[config.mk]
export PLATFORM = sky130hd
export DESIGN_NAME = button_press_gen
export DESIGN_NICKNAME = d
export VERILOG_FILES = /design/src/rtl/button_press_gen.sv
export SDC_FILE = /design/constraint.sdc
export NUM_CORES = 1
export LEC_CHECK = 0
export ABC_AREA = 0
export CORE_ASPECT_RATIO = 0.6
export CORE_MARGIN = 4
export CORE_UTILIZATION = 25
export DETAILED_ROUTE_END_ITERATION = 12
export PLACE_DENSITY = 0.47
export SLEW_MARGIN = 10
export SYNTH_ARGS = -nofsm -noshare
export SYNTH_HDL_FRONTEND = slang
export SYNTH_SLANG_ARGS = --single-unit
[constraint.sdc]
create_clock -name clk -period 2.5 [get_ports clk]
set_input_delay 0.5 -clock clk [delete_from_list [all_inputs] [get_ports clk]]
set_output_delay 0.5 -clock clk [all_outputs]
set_load 0.01 [all_outputs]
[src/rtl/button_press_gen.sv]
// rtl/button_press_gen.sv - synthetic bouncy push-button waveform generator
// One start pulse yields press chatter, a stable hold, release chatter, then a done pulse.
module button_press_gen #(
   parameter int          HOLD_W    = 16,
   parameter int          GAP_W     = 4,
   parameter logic [15:0] LFSR_SEED = 16'hACE1
) (
   input  logic              clk,
   input  logic              rst,
   input  logic              i_start,
   input  logic [HOLD_W-1:0] i_hold_cycles,
   input  logic              i_bounce_en,
   input  logic [3:0]        i_bounce_cnt,
   output logic              o_btn_out,
   output logic              o_busy,
   output logic              o_done
);

   localparam logic [15:0] SEED = (LFSR_SEED == 16'h0000) ? 16'hACE1 : LFSR_SEED;

   typedef enum logic [1:0] {S_IDLE, S_PRESS_BNC, S_HOLD, S_REL_BNC} state_t;

   state_t            r_state, w_state_nx;
   logic              r_btn, w_btn_nx;
   logic              r_busy, w_busy_nx;
   logic              r_done, w_done_nx;
   logic [15:0]       r_lfsr;
   logic [HOLD_W-1:0] r_h, w_h_nx;
   logic [HOLD_W-1:0] r_hold, w_hold_nx;
   logic [GAP_W-1:0]  r_gap, w_gap_nx;
   logic [4:0]        r_tog, w_tog_nx;
   logic [4:0]        r_n2, w_n2_nx;

   logic [GAP_W-1:0]  w_gap;
   logic [HOLD_W-1:0] w_hold_in;
   logic [4:0]        w_n2_in;
   logic              w_fb;

   // A zero gap or zero hold would stall the counters, so both are clamped to 1.
   assign w_gap     = (r_lfsr[GAP_W-1:0] == '0) ? GAP_W'(1) : r_lfsr[GAP_W-1:0];
   assign w_hold_in = (i_hold_cycles == '0) ? HOLD_W'(1) : i_hold_cycles;
   assign w_n2_in   = i_bounce_en ? {i_bounce_cnt, 1'b0} : 5'd0;
   assign w_fb      = r_lfsr[15] ^ r_lfsr[13] ^ r_lfsr[12] ^ r_lfsr[10];

   always_ff @(posedge clk or posedge rst) begin
      if (rst) begin
         r_state <= S_IDLE;
         r_btn   <= 1'b0;
         r_busy  <= 1'b0;
         r_done  <= 1'b0;
         r_lfsr  <= SEED;
         r_h     <= '0;
         r_hold  <= '0;
         r_gap   <= '0;
         r_tog   <= '0;
         r_n2    <= '0;
      end else begin
         r_state <= w_state_nx;
         r_btn   <= w_btn_nx;
         r_busy  <= w_busy_nx;
         r_done  <= w_done_nx;
         r_lfsr  <= {r_lfsr[14:0], w_fb};
         r_h     <= w_h_nx;
         r_hold  <= w_hold_nx;
         r_gap   <= w_gap_nx;
         r_tog   <= w_tog_nx;
         r_n2    <= w_n2_nx;
      end
   end

   always_comb begin
      w_state_nx = r_state;
      w_btn_nx   = r_btn;
      w_busy_nx  = r_busy;
      w_done_nx  = 1'b0;
      w_h_nx     = r_h;
      w_hold_nx  = r_hold;
      w_gap_nx   = r_gap;
      w_tog_nx   = r_tog;
      w_n2_nx    = r_n2;
      case (r_state)
         S_IDLE: begin
            if (i_start) begin
               w_btn_nx  = 1'b1;
               w_busy_nx = 1'b1;
               w_h_nx    = w_hold_in;
               w_n2_nx   = w_n2_in;
               w_tog_nx  = '0;
               w_gap_nx  = w_gap;
               w_hold_nx = w_hold_in;
               w_state_nx = (w_n2_in == 5'd0) ? S_HOLD : S_PRESS_BNC;
            end
         end
         S_PRESS_BNC: begin
            if (r_gap == GAP_W'(1)) begin
               w_btn_nx = ~r_btn;
               w_tog_nx = r_tog + 5'd1;
               w_gap_nx = w_gap;
               if ((r_tog + 5'd1) == r_n2) begin
                  w_hold_nx  = r_h;
                  w_state_nx = S_HOLD;
               end
            end else begin
               w_gap_nx = r_gap - GAP_W'(1);
            end
         end
         S_HOLD: begin
            if (r_hold == HOLD_W'(1)) begin
               w_btn_nx = 1'b0;
               if (r_n2 == 5'd0) begin
                  w_busy_nx  = 1'b0;
                  w_done_nx  = 1'b1;
                  w_state_nx = S_IDLE;
               end else begin
                  w_tog_nx   = '0;
                  w_gap_nx   = w_gap;
                  w_state_nx = S_REL_BNC;
               end
            end else begin
               w_hold_nx = r_hold - HOLD_W'(1);
            end
         end
         S_REL_BNC: begin
            // After the last release toggle the low level is held one extra cycle.
            if (r_tog == r_n2) begin
               w_btn_nx   = 1'b0;
               w_busy_nx  = 1'b0;
               w_done_nx  = 1'b1;
               w_state_nx = S_IDLE;
            end else if (r_gap == GAP_W'(1)) begin
               w_btn_nx = ~r_btn;
               w_tog_nx = r_tog + 5'd1;
               w_gap_nx = w_gap;
            end else begin
               w_gap_nx = r_gap - GAP_W'(1);
            end
         end
         default: w_state_nx = S_IDLE;
      endcase
   end

   assign o_btn_out = r_btn;
   assign o_busy    = r_busy;
   assign o_done    = r_done;

endmodule
==> qor.yml, run 1 <==
crit_fanout: 10
synthMostInstantiatedCell: "dfrtp_1"
async_flop_share_pct: 100.0
final_max_slew_viol_count: 0
layout_min_cycle_time_ns: 2.273
yosys.area.top_type: "dfrtp_1"
wirelength_um: 9154
cts_sinks: 66
grt-ovfl-total: 0
synth_area_mm2: 0.003501
drtPass1Iterations: 4
leakagePower_nw: 1.814
core-area_mm2: 0.01367
cp.arrival_ns: 2.49
dieArea_mm2: 0.01602
setup_ws_ns: 0.2274
synthTopCellsByArea: "dfrtp_1 41%, mux2_2 6.8%, dfstp_2 6.0%, o21ai_0 4.6%, nand2_1 3.4%"
grt_pass1_wl_um: 15140
path_cells: "ha_1 -> nand3_1 -> o31a_1 -> a22o_2 -> or2_1 -> buf_4 -> mux2_4"
critPathBufInv: 1
remaining_drc_errors: 0
io_pins: 27
ys_seq_area_share_pct: 47.46
pwr_density_cell_mw_per_mm2: 1423
postSynthRegisterBits: 66
clock_latency_ns: 0.33
rrSetupSlack_ns: 0.23
antenna_left: 0
synthToLayoutAreaGrowth_pct: 26.45
worstMarginPinSlew_ns: 0.5543
vias: 2756
yosys_warnings: 0
maxCapViolCount: 0
routedWlPerCell_um: 15.52
cts_setup_buffers: 0
cts_root_buf: "clkbuf_16"
die-height_um: 99.67
use_met1_pct: 19.50
cp_top_family: "compound AO/OA/AOI/OAI gates"
synthFlopType: "dfrtp_1"
seqPwrFrac_pct: 29.3
crit_type: "reg -> reg"
fmax_mhz: 440.0
setup_viol: 0
grt_pass1_vias: 2709
dp_slack_ns: 0.2238
clkPwrFrac_pct: 21.9
h-tree-depth: 3
start_util_pct: 25.62
grt_start_max_net_pins: 55
top_usage_layer: "met1"
synth_top_area_share_pct: 41.46
fin_skew_ns: 0.007754
cts_tree: "yes"
hp-class: "reg -> reg"
ir_drop_mv: 0.4277
fin_tns_setup_ns: 0
ys_types: 54
p_switching_mw: 2.541
syn_inst: 350
hpwl_um: 6751
grt_usage_pct: 12.03
antenna_found_initial: 0
syn_avg_cell_area_um2: 10.00
hold_viol_final: 0
clk_pin_slew_ns: 0.06
internal_power_mw: 3.757
final_area_mm2: 0.004427
portBuffers: 26
synth_edf_count: 0
rsz0062_at_grt: "no"
synth_nets: 383
finalCritPeriodShare_pct: 90.90
slowest_delay_ns: 0.43
yosys-top-cells-count: "58 x dfrtp_1, 32 x nand2_1, 32 x o21ai_0, 31 x nor2_1, 21 x mux2_2"
cts_buffer_depth: 2
cts_buffers: 9
switching_share_pct: 40.34
place_area_mm2: 0.004095
die_w_um: 160.8
combPwrFrac_pct: 48.8
n_antenna_cell: 0
worst_path_max_delay_cell: "dfrtp_1"
globalRouteMet3Util_pct: 4.265
gp_congestion: 0.8339
endpoint_kind: "flip-flop"
via_per_inst: 4.671
drt_iter0_drc: 216
worst_ep_required_time_ns: 2.71
final_util_pct: 32.39
drive_gt1_share_pct: 19.60
use_met2_pct: 14.57
slew_headroom_pct: 62.71
status: "finished clean"
start_kind: "flip-flop"
final_nets: 426
fp-row-count: 33
[per-stage QoR]
stage / power, mW / cells / hold WS, ns
6_report: 6.298 / 590 / 0.3513
4_1_cts: 6.326 / 590 / 0.3531
5_1_grt: 6.784 / 590 / 0.3504
3_5_place_dp: 4.895 / 574 / 0.3423
3_3_place_gp: 4.881 / 574 / 0.3343
2_1_floorplan: 3.974 / 350 / 0.3312
[worst paths after layout]
| check | startpoint | end | cells after the start |
|---|---|---|---|
| setup / recovery | r_tog[1] | r_hold[2] | 7 |
| hold / removal | r_lfsr[4] | r_lfsr[5] | 0 |
| setup reg to reg | r_tog[1] | r_hold[2] | 7 |
| hold reg to reg | r_lfsr[4] | r_lfsr[5] | 0 |
| max in group asynchronous | rst | r_lfsr[5] | 3 |
| min in group asynchronous | rst | r_h[0] | 2 |
[routing by layer]
layer,vias to the layer above,share of wire (%)
li1,1355,-
met1,1328,57
met2,67,35
met3,6,7.1
met4,0,0.76
met5,-,0
[cells by family (layout without fill, tap and decap cells)]
kind of cell	Yosys count	after routing	synth area share, %
and+or+nand+nor	112	112	15.94
buffers and inverters	30	78	3.788
xor gates and xnor gates	15	15	3.753
adders and majority gates	9	9	3.217
muxes	28	28	9.042
AOI/OAI and AO/OA	90	90	16.80
DFF	66	66	47.46
[power groups by stage]
stage	registers (mW)	logic, mW	clock network [mW]
after floorplan	1.75	2.23	0
after global placement	1.85	3.03	0
after detailed placement	1.85	3.05	0
after CTS	1.84	3.07	1.42
after global routing	1.90	3.41	1.47
final	1.85	3.07	1.38
[final cells by class]
class                   count  area [µm²]
multi-input cells         254        1713
fillers                  1382        9240
clock inverters             7       100.1
flip-flops and latches     66        1662
clock buffers               9       225.2
repair buffers             47       430.4
inverters                  15       56.30
well taps                 192       240.2
[registers in the layout, indices dropped and copies added (netlist names)]
register,cells
r_tog,5
r_hold,16
r_gap,4
r_n2,4
o_done,1
r_lfsr,16
r_h,16
o_busy,1
o_btn_out,1
r_state,2
[layout by cell type (no fill, tap or decap), types with 2 or more instances in the layout]
cell type,count
nand3b_1,2
o31ai_1,9
dfrtp_1,58
a31oi_1,5
nor4_1,6
or4_1,3
nor2_1,31
nor3_1,9
mux2_2,21
buf_4,20
o31a_1,2
nand2b_1,5
clkbuf_16,9
nand4_1,5
bufinv_16,2
xnor2_1,13
nand2_1,32
a21oi_1,19
o211ai_1,2
dfstp_2,8
nand2_2,2
a211oi_1,2
nand3_1,6
a221oi_1,5
mux2_4,2
o21ai_0,32
inv_6,2
clkdlybuf4s50_1,26
mux2i_1,5
clkinv_4,2
xor2_1,2
nor3b_1,3
inv_1,14
ha_1,9
[repair_timing]
item                                    4_1_cts  5_1_grt
endpoints found under the setup margin        0        1
gates resized for setup                       0        1
hold buffers                                  0        0
(Power assumes the default switching activity.)
==> run 2, diff against run 1 <==
--- a/config.mk
+++ b/config.mk
@@ -11,7 +11,6 @@
 export CORE_UTILIZATION = 25
 export DETAILED_ROUTE_END_ITERATION = 12
 export PLACE_DENSITY = 0.47
-export SLEW_MARGIN = 10
 export SYNTH_ARGS = -nofsm -noshare
 export SYNTH_HDL_FRONTEND = slang
 export SYNTH_SLANG_ARGS = --single-unit
==> results of run 2 <==
Same layout as run 1: the final DEF is identical, and so are final timing and power.
